[config.mk]
export PLATFORM = sky130hd
export DESIGN_NAME = d7_scan_driver_flat
export DESIGN_NICKNAME = d
export VERILOG_FILES = /design/src/rtl/d7_pkg.sv /design/src/rtl/d7_scan_driver_if.sv /design/src/rtl/d7_font_rom.sv /design/src/rtl/d7_scan_driver.sv /design/src/flat_wrapper.sv
export SDC_FILE = /design/constraint.sdc
export NUM_CORES = 1
export LEC_CHECK = 0
export CORE_ASPECT_RATIO = 0.75
export CORE_UTILIZATION = 56
export DETAILED_ROUTE_END_ITERATION = 10
export GPL_ROUTABILITY_DRIVEN = 1
export HOLD_SLACK_MARGIN = 0.02
export PLACE_DENSITY = 0.8
export SLEW_MARGIN = 30
export SYNTH_ARGS = -nofsm -noshare
export SYNTH_HDL_FRONTEND = slang
export SYNTH_SLANG_ARGS = --single-unit
[constraint.sdc]
create_clock -name clk -period 4.3 [get_ports clk]
set_input_delay 0.43 -clock clk [delete_from_list [all_inputs] [get_ports clk]]
set_output_delay 0.43 -clock clk [all_outputs]
set_load 0.03 [all_outputs]
[src/rtl/d7_pkg.sv]
// rtl/d7_pkg.sv - shared constants and types for the 8-digit 7-segment scan driver
package d7_pkg;

  // Display geometry
  localparam int CODE_W     = 5;
  localparam int NUM_DIGITS = 8;
  localparam int IDX_W      = $clog2(NUM_DIGITS);
  localparam int CHARS_W    = CODE_W * NUM_DIGITS;

  // Character codes above the hex range (0-15 are the hex digits)
  localparam logic [CODE_W-1:0] CH_BLANK = 5'd16;
  localparam logic [CODE_W-1:0] CH_L     = 5'd17;
  localparam logic [CODE_W-1:0] CH_U     = 5'd18;
  localparam logic [CODE_W-1:0] CH_DASH  = 5'd19;
  localparam logic [CODE_W-1:0] CH_H     = 5'd20;
  localparam logic [CODE_W-1:0] CH_P     = 5'd21;
  localparam logic [CODE_W-1:0] CH_R     = 5'd22;
  localparam logic [CODE_W-1:0] CH_O     = 5'd23;

  // Segment patterns {g,f,e,d,c,b,a}, 1 = segment lit
  localparam logic [6:0] SEG_0     = 7'h3F;
  localparam logic [6:0] SEG_1     = 7'h06;
  localparam logic [6:0] SEG_2     = 7'h5B;
  localparam logic [6:0] SEG_3     = 7'h4F;
  localparam logic [6:0] SEG_4     = 7'h66;
  localparam logic [6:0] SEG_5     = 7'h6D;
  localparam logic [6:0] SEG_6     = 7'h7D;
  localparam logic [6:0] SEG_7     = 7'h07;
  localparam logic [6:0] SEG_8     = 7'h7F;
  localparam logic [6:0] SEG_9     = 7'h6F;
  localparam logic [6:0] SEG_A     = 7'h77;
  localparam logic [6:0] SEG_B     = 7'h7C;
  localparam logic [6:0] SEG_C     = 7'h39;
  localparam logic [6:0] SEG_D     = 7'h5E;
  localparam logic [6:0] SEG_E     = 7'h79;
  localparam logic [6:0] SEG_F     = 7'h71;
  localparam logic [6:0] SEG_BLANK = 7'h00;
  localparam logic [6:0] SEG_L     = 7'h38;
  localparam logic [6:0] SEG_U     = 7'h3E;
  localparam logic [6:0] SEG_DASH  = 7'h40;
  localparam logic [6:0] SEG_H     = 7'h76;
  localparam logic [6:0] SEG_P     = 7'h73;
  localparam logic [6:0] SEG_R     = 7'h50;
  localparam logic [6:0] SEG_O     = 7'h5C;

  // Phase within a digit slot
  typedef enum logic {
    PH_BLANK = 1'b0,
    PH_DRIVE = 1'b1
  } phase_e;

endpackage

[src/rtl/d7_scan_driver_if.sv]
// rtl/d7_scan_driver_if.sv - display string load port and pin outputs of the scan driver
interface d7_scan_driver_if;

  logic [d7_pkg::CHARS_W-1:0]    chars_in;
  logic [d7_pkg::NUM_DIGITS-1:0] dp_in;
  logic                          load;
  logic                          enable;
  logic [d7_pkg::NUM_DIGITS-1:0] d7_anodes;
  logic [7:0]                    d7_cathodes;
  logic                          frame_start;

  // Application side: writes strings, observes the pins
  modport master (
    output chars_in, dp_in, load, enable,
    input  d7_anodes, d7_cathodes, frame_start
  );

  // Driver side
  modport slave (
    input  chars_in, dp_in, load, enable,
    output d7_anodes, d7_cathodes, frame_start
  );

endinterface

[src/rtl/d7_font_rom.sv]
// rtl/d7_font_rom.sv - character code plus dp bit to active-low cathode pattern
module d7_font_rom
  import d7_pkg::*;
(
  input  logic [CODE_W-1:0] code_i,
  input  logic              dp_i,
  output logic [7:0]        cathodes_o
);

  logic [6:0] seg;

  // Character lookup; unused codes fall through to blank
  always_comb begin
    seg = SEG_BLANK;
    case (code_i)
      5'd0:     seg = SEG_0;
      5'd1:     seg = SEG_1;
      5'd2:     seg = SEG_2;
      5'd3:     seg = SEG_3;
      5'd4:     seg = SEG_4;
      5'd5:     seg = SEG_5;
      5'd6:     seg = SEG_6;
      5'd7:     seg = SEG_7;
      5'd8:     seg = SEG_8;
      5'd9:     seg = SEG_9;
      5'd10:    seg = SEG_A;
      5'd11:    seg = SEG_B;
      5'd12:    seg = SEG_C;
      5'd13:    seg = SEG_D;
      5'd14:    seg = SEG_E;
      5'd15:    seg = SEG_F;
      CH_L:     seg = SEG_L;
      CH_U:     seg = SEG_U;
      CH_DASH:  seg = SEG_DASH;
      CH_H:     seg = SEG_H;
      CH_P:     seg = SEG_P;
      CH_R:     seg = SEG_R;
      CH_O:     seg = SEG_O;
      default:  seg = SEG_BLANK;
    endcase
  end

  // Pins are active-low, dp in the top bit
  assign cathodes_o = ~{dp_i, seg};

endmodule

[src/rtl/d7_scan_driver.sv]
// rtl/d7_scan_driver.sv - multiplexed 8-digit 7-segment driver with blanking and tear-free loads
module d7_scan_driver
  import d7_pkg::*;
#(
  parameter int DIGIT_CYCLES = 1500,
  parameter int BLANK_CYCLES = 16
) (
  input logic            clk,
  input logic            reset,
  d7_scan_driver_if.slave bus
);

  localparam int                 CNT_W     = (DIGIT_CYCLES > 1) ? $clog2(DIGIT_CYCLES) : 1;
  localparam logic [CNT_W-1:0]   CNT_LAST  = CNT_W'(DIGIT_CYCLES - 1);
  localparam logic [CNT_W-1:0]   CNT_BLANK = CNT_W'(BLANK_CYCLES);
  localparam logic [IDX_W-1:0]   IDX_LAST  = IDX_W'(NUM_DIGITS - 1);

  logic [CNT_W-1:0]      cnt_q, cnt_d;
  logic [IDX_W-1:0]      idx_q, idx_d;
  logic                  slot_end;
  logic                  frame_end;

  logic [CHARS_W-1:0]    shadow_q, shadow_d;
  logic [NUM_DIGITS-1:0] shadow_dp_q, shadow_dp_d;
  logic [CHARS_W-1:0]    active_q, active_d;
  logic [NUM_DIGITS-1:0] active_dp_q, active_dp_d;
  logic                  pending_q, pending_d;

  logic [NUM_DIGITS-1:0] anodes_q, anodes_d;
  logic [7:0]            cathodes_q, cathodes_d;
  logic                  frame_start_q, frame_start_d;

  phase_e                phase_d;
  logic [CODE_W-1:0]     code_sel;
  logic                  dp_sel;
  logic [7:0]            font_cathodes;

  // Slot counter and digit index advance; the frame boundary is the last cycle of digit 7
  always_comb begin
    slot_end  = (cnt_q == CNT_LAST);
    frame_end = slot_end && (idx_q == IDX_LAST);
    cnt_d     = slot_end ? '0 : cnt_q + 1'b1;
    idx_d     = slot_end ? idx_q + 1'b1 : idx_q;
  end

  // Shadow capture on load; shadow moves to active only at a frame boundary
  always_comb begin
    shadow_d    = shadow_q;
    shadow_dp_d = shadow_dp_q;
    active_d    = active_q;
    active_dp_d = active_dp_q;
    pending_d   = pending_q;
    if (frame_end && pending_q) begin
      active_d    = shadow_q;
      active_dp_d = shadow_dp_q;
      pending_d   = 1'b0;
    end
    // A load on the boundary cycle is captured after the old shadow was applied
    if (bus.load) begin
      shadow_d    = bus.chars_in;
      shadow_dp_d = bus.dp_in;
      pending_d   = 1'b1;
    end
  end

  // Decode the digit about to be shown, using the post-boundary active data
  always_comb begin
    code_sel = active_d[int'(idx_d) * CODE_W +: CODE_W];
    dp_sel   = active_dp_d[idx_d];
  end

  d7_font_rom u_font_rom (
    .code_i     (code_sel),
    .dp_i       (dp_sel),
    .cathodes_o (font_cathodes)
  );

  // Next pin values: anodes off through the blank phase, cathodes swap only when anodes are off
  always_comb begin
    phase_d       = (cnt_d < CNT_BLANK) ? PH_BLANK : PH_DRIVE;
    anodes_d      = '0;
    if (phase_d == PH_DRIVE && bus.enable) begin
      anodes_d = NUM_DIGITS'(1) << idx_d;
    end
    cathodes_d    = slot_end ? font_cathodes : cathodes_q;
    frame_start_d = frame_end;
  end

  // Scan position registers
  always_ff @(posedge clk or posedge reset) begin
    if (reset) begin
      cnt_q <= '0;
      idx_q <= '0;
    end else begin
      cnt_q <= cnt_d;
      idx_q <= idx_d;
    end
  end

  // Character store registers; reset discards any pending load
  always_ff @(posedge clk or posedge reset) begin
    if (reset) begin
      shadow_q    <= {NUM_DIGITS{CH_BLANK}};
      shadow_dp_q <= '0;
      active_q    <= {NUM_DIGITS{CH_BLANK}};
      active_dp_q <= '0;
      pending_q   <= 1'b0;
    end else begin
      shadow_q    <= shadow_d;
      shadow_dp_q <= shadow_dp_d;
      active_q    <= active_d;
      active_dp_q <= active_dp_d;
      pending_q   <= pending_d;
    end
  end

  // Registered pin drivers
  always_ff @(posedge clk or posedge reset) begin
    if (reset) begin
      anodes_q      <= '0;
      cathodes_q    <= 8'hFF;
      frame_start_q <= 1'b0;
    end else begin
      anodes_q      <= anodes_d;
      cathodes_q    <= cathodes_d;
      frame_start_q <= frame_start_d;
    end
  end

  assign bus.d7_anodes   = anodes_q;
  assign bus.d7_cathodes = cathodes_q;
  assign bus.frame_start = frame_start_q;

endmodule

[src/flat_wrapper.sv]
// flat-port wrapper written by rule: the top's interface ports become plain ports
module d7_scan_driver_flat import d7_pkg::*;
#(
  parameter int DIGIT_CYCLES = 1500,
  parameter int BLANK_CYCLES = 16
)
  (clk, reset, bus_chars_in, bus_dp_in, bus_load, bus_enable, bus_d7_anodes, bus_d7_cathodes, bus_frame_start);
  d7_scan_driver_if bus_i ();
  input logic clk;
  input logic reset;
  input wire logic [$bits(bus_i.chars_in)-1:0] bus_chars_in;
  input wire logic [$bits(bus_i.dp_in)-1:0] bus_dp_in;
  input wire logic [$bits(bus_i.load)-1:0] bus_load;
  input wire logic [$bits(bus_i.enable)-1:0] bus_enable;
  output wire logic [$bits(bus_i.d7_anodes)-1:0] bus_d7_anodes;
  output wire logic [$bits(bus_i.d7_cathodes)-1:0] bus_d7_cathodes;
  output wire logic [$bits(bus_i.frame_start)-1:0] bus_frame_start;
  assign bus_i.chars_in = bus_chars_in;
  assign bus_i.dp_in = bus_dp_in;
  assign bus_i.load = bus_load;
  assign bus_i.enable = bus_enable;
  assign bus_d7_anodes = bus_i.d7_anodes;
  assign bus_d7_cathodes = bus_i.d7_cathodes;
  assign bus_frame_start = bus_i.frame_start;
  d7_scan_driver #(.DIGIT_CYCLES(DIGIT_CYCLES), .BLANK_CYCLES(BLANK_CYCLES)) u_core (.clk(clk), .reset(reset), .bus(bus_i));
endmodule
# Yosys cells after proc, flatten, opt, wreduce, memory -nomap -nowiden
# Memories as Yosys holds them, arrays and structs flattened.
# Cells that the tools add are included.
# totals
latch_bits	0
elab_cells	35
mem_bits_ro	224
out_inout_bits	17
n_memories	1
mem_bits_rw	0
ff_bits	128
# mem_list
memory	depth	word_bits	rd	rd_ports_with_merged_regs	wr	line	rtl
(name not given)	32	7	1	0	0	d7_font_rom.sv:15	case (code_i)
# classes
n_mul	1
n_shift	2
bitwise_logic	1
magnitude_cmp	2
n_reduce_logical	4
n_mux	10
addsub	2
div	0
n_eq_ne	2
# op_table
operator	count
$mux W40	1
$shiftx A40 B32 Y5	1
$mux W8	2
$add A11 B1 Y11 const B	1
$eq A11 B11 Y1 const B	1
$lt A11 B5 Y1 const B	1
$mux W11	1
$not A8 Y8	1
$shl A1 B3 Y8 const A	1
$mul A3 B3 Y6 const B	1
$lt A3 B4 Y1 const B	1
$mux W1	4
$add A3 B1 Y3 const B	1
$bmux W1 S3	1
$eq A3 B3 Y1 const B	1
$logic_and A1 B1 Y1	3
$mux W3	1
$reduce_bool A2 Y1	1

# Logic depth before layout (Yosys ltp)
# Gate-level depths: netlist (run 1).
# logic_depth
depth_word	7
ltp_mapped	17

# By module
# A second synthesis (run 1) with hierarchy kept.
# unflattened
hier_cells	520
area_unflattened_um2	5999.5
# by_module_without_submodules
module	n_inst	area_each_um2	cells_each
d7_scan_driver	1	5552.8	461
d7_font_rom	1	446.7	59

# Least setup slack after synthesis (run 1)
# OpenSTA, ideal clock, no wires.
# synth_path
path_kind	register to register
from	register u_core.idx_q[0]
to	register u_core.cathodes_q[0], in the netlist u_core.bus.d7_cathodes[0]
t_arrival_ns	3.502
setup_ns	0.085
path_buffers	3
period_less_slack_ns	3.587
stages_incl_launch_ff	16
slack_ns	0.713
required_time_ns	4.215
path_cell_list	dfrtp_1 -> ha_1 -> ha_1 -> and4b_1 -> and4_1 -> buf_2 -> buf_2 -> buf_1 -> nand2_1 -> nand3_1 -> a222oi_1 -> a22o_1 -> ha_1 -> mux2_4 -> a2111oi_2 -> nor3_2
# synth_via
elab_chain_cells	7
# synth_rtl
item	line	rtl
start, declared	d7_scan_driver.sv:19	logic [IDX_W-1:0] idx_q, idx_d;
start signal, assigned	d7_scan_driver.sv:96	idx_q <= idx_d;
branches (longest 4 deep; another with $mul A3 B3 Y6)	-	
$shiftx A40 B32 Y5 *	d7_scan_driver.sv:68	code_sel = active_d[int'(idx_d) * CODE_W +: CODE_W];
$mem_v2 Z32 W7 *	-	
$not A8 Y8 *	d7_font_rom.sv:44	assign cathodes_o = ~{dp_i, seg};
end signal, assigned	d7_scan_driver.sv:125	cathodes_q <= cathodes_d;
end, declared	d7_scan_driver.sv:30	logic [7:0] cathodes_q, cathodes_d;
# Every way passes the cells marked *.
# A chain may end at the register's enable or synchronous reset.

# Worst setup path in the final report (run 1)
# layout_path
from	register u_core.idx_q[1]
to	register u_core.cathodes_q[0], in the netlist u_core.bus.d7_cathodes[0]
# The elaborated chain is that of the path after synthesis.

==> reports/qor.yml, run 1 <==
outcome: "completed"
cts_post_setup_buffers_inserted: 0
hold_start: "u_core.active_dp_q[0]$_DFF_PP0_"
die_w_um: 121
seq_area_frac_synth: 0.542
rows: 32
fin_util: 0.711
antenna_found_initial: 0
maxSlewViolCount: 0
grt_overflow_total: 0
synth_async_sr_flop_share: 1.00
rsz0062_at_grt: "false"
syn_avg_cell_area_sq_um: 11.4
final-instance-count-excl-fill: 746
wirelength_mm: 12.6
critical_path_class: "flip-flop to flip-flop"
wl_per_cell_um: 16.9
ios: 69
cts_tree: "yes"
dieArea_sq_um: 11100
hold_buffers: 0
pwr_density_cell_nw_per_um2: 391
finalHoldViolCount: 0
globalRouteTotalUtil: 0.250
postSynthCellCount: 525
synth_top_family_by_area: "multiplexers"
p_leak_nw: 3.43
post_cts_resized: 0
max_clock_freq_mhz: 250
synth_edf_count: 0
synth_fa_ha_area_frac: 0.0210
hold_path_class: "flip-flop to flip-flop"
finalSetupTns_ns: 0
crit_path_start: "u_core.idx_q[1]$_DFF_PP0_"
antenna_cells: 0
die_h_um: 91.4
ys_ff_latch: 128
drc: 0
drive_gt1_frac: 0.238
vias_per_cell: 5.67
cts_buffers: 17
critPathLaunchType: "flip-flop"
htree_levels: 4
insertion_delay_ns: 0.41
yosysTopAreaCellShare: 0.436
yosys.area.top_type: "dfrtp_1"
yosys.area_share.simple: 0.149
skew_ns: 0.00601
slew_headroom: 0.573
finalWeightedCongestion: 0.902
fp.coreArea_sq_um: 10300
drt-pass1-iter-count: 5
cts.reportedPaths.clkPinSlew_ns: 0.06
period_share: 0.932
worst-path-max-fanout: 23
fin_nets: 659
setup_violations: 0
io_buffers: 68
ant_nets: 0
synth_xor_area_frac: 0.0178
synth_top_cells_by_area: "dfrtp_1 (44%), dfstp_2 (11%), mux2_2 (10%)"
num_vias: 4233
netlist_area_sq_um: 5960
synth_nets: 587
synth.most_common_cell: "nand2_1"
drt-initial-drc-count: 434
min_period_ns: 4.01
synthMuxAreaShare: 0.158
worst_pin_slew_ns: 0.635
cap_violations: 0
dp.cells: 714
arrival_ns: 4.34
yosys-top-cells-count: "nand2_1 (123), dfrtp_1 (104), mux2_2 (55), nor2_1 (28), dfstp_2 (24)"
r2r-start: "u_core.idx_q[1]$_DFF_PP0_"
cp.required_ns: 4.63
ir_worst_vdd_uv: 431
hpwlAfterDp_mm: 8.60
syn_to_final_growth_pct: 23.1
end_kind: "flip-flop"
ctsLongestPathBuffers: 2
synth_flop_cell: "dfrtp_1"
synth_compound_area_frac: 0.0770
grt_pass1_wl_mm: 21.0
grt_max_degree: 73
cts_sinks: 128
yosys_warnings: 0
root_buffer: "clkbuf_16"
start_util: 0.577
grt_pass1_vias: 4211
ys_types: 69
## layout make-up
cell class | count | area, sq um
sequential | 128 | 3230
clock inverter | 11 | 139
tap | 136 | 170
inverter | 16 | 67.6
multi-input combinational | 356 | 2520
timing repair buffer | 78 | 753
fill | 720 | 2990
clock buffer | 21 | 460
## sequential cells by signal, summed over array words and instances, names as in the netlist
register / count
u_core.active_dp_q: 8
u_core.active_q: 40
u_core.bus.d7_anodes: 8
u_core.bus.d7_cathodes: 8
u_core.bus.frame_start: 1
u_core.cnt_q: 11
u_core.idx_q: 3
u_core.pending_q: 1
u_core.shadow_dp_q: 8
u_core.shadow_q: 40
## final timing paths
check,depth (start not counted),slack [ns],endpoint
setup / recovery,13,0.29,u_core.bus.d7_cathodes[0]$_DFFE_PP1N_
hold / removal,2,0.47,u_core.active_dp_q[0]$_DFF_PP0_
setup reg to reg,13,0.29,u_core.bus.d7_cathodes[0]$_DFFE_PP1N_
hold reg to reg,2,0.47,u_core.active_dp_q[0]$_DFF_PP0_
max in group asynchronous,3,2.95,u_core.shadow_q[9]$_DFFE_PP1P_
min in group asynchronous,2,0.49,u_core.bus.d7_anodes[0]$_DFF_PP0_
## per-stage QoR
stage	power, mW	setup slack, ns	hold slack (ns)	cell area [sq um]
after floorplan	1.37	0.497	0.429	5960
after global placement	1.44	0.512	0.445	6740
after detailed placement	1.45	0.360	0.455	6740
after CTS	2.89	0.349	0.468	7340
after global routing	2.96	0.0571	0.478	7340
final	2.87	0.293	0.466	7340
## cells in the final DEF (no fill, tap or decap), types with 4 or more instances in the layout
master           instances
mux2i_1                 19
clkbuf_16               17
o22ai_1                  5
mux2_2                  55
a21oi_1                 13
o221ai_1                 4
dfstp_2                 24
clkinv_2                 5
nor3_2                   4
nand3_1                 12
xor2_1                   5
nor2_1                  28
xnor2_1                  4
and3_1                   8
clkdlybuf4s50_1         67
ha_1                    10
buf_4                   11
dfrtp_1                104
o21ai_0                  6
mux2_4                   4
inv_1                   12
nand2_1                123
## worst max-delay path: stages (launching register included)
cell	delay (ns)
dfrtp_1	0.43
ha_1	0.18
ha_1	0.21
and4b_1	0.29
and4_1	0.55
buf_4	0.35
nand2_1	0.10
nand3_1	0.08
o21ai_0	0.09
a32oi_1	0.48
ha_1	0.41
mux2_4	0.33
a2111oi_2	0.37
nor3_2	0.06
## cell families (layout without fill, tap and decap cells)
logic type	count (synthesis)	in the layout
xor+xnor	10	10
mux	81	81
compound gates	59	59
fa+ha+maj	10	10
buf+inv	41	126
simple gates	196	196
flops	128	128
## layer usage
metal  routed length, um  track usage  vias up
met1                5760        0.343     2120
li1                    -            -     1975
met3                 636       0.0546       21
met4                 196       0.0895        0
met5                   0            0        -
met2                6020        0.393      117
## power breakdown
group	switching, mW	internal, mW	leakage (nW)
clock network	0.508	0.937	0.293
logic	0.0510	0.0839	1.55
registers	0.0323	1.26	1.59
Note: power is estimated with default switching activity, not from simulation.
==> inputs of run 2 (changes only) <==
- CAP_MARGIN: default -> 20
==> results of run 2 <==
The final DEF is identical to that of run 1; final timing and power are the same.
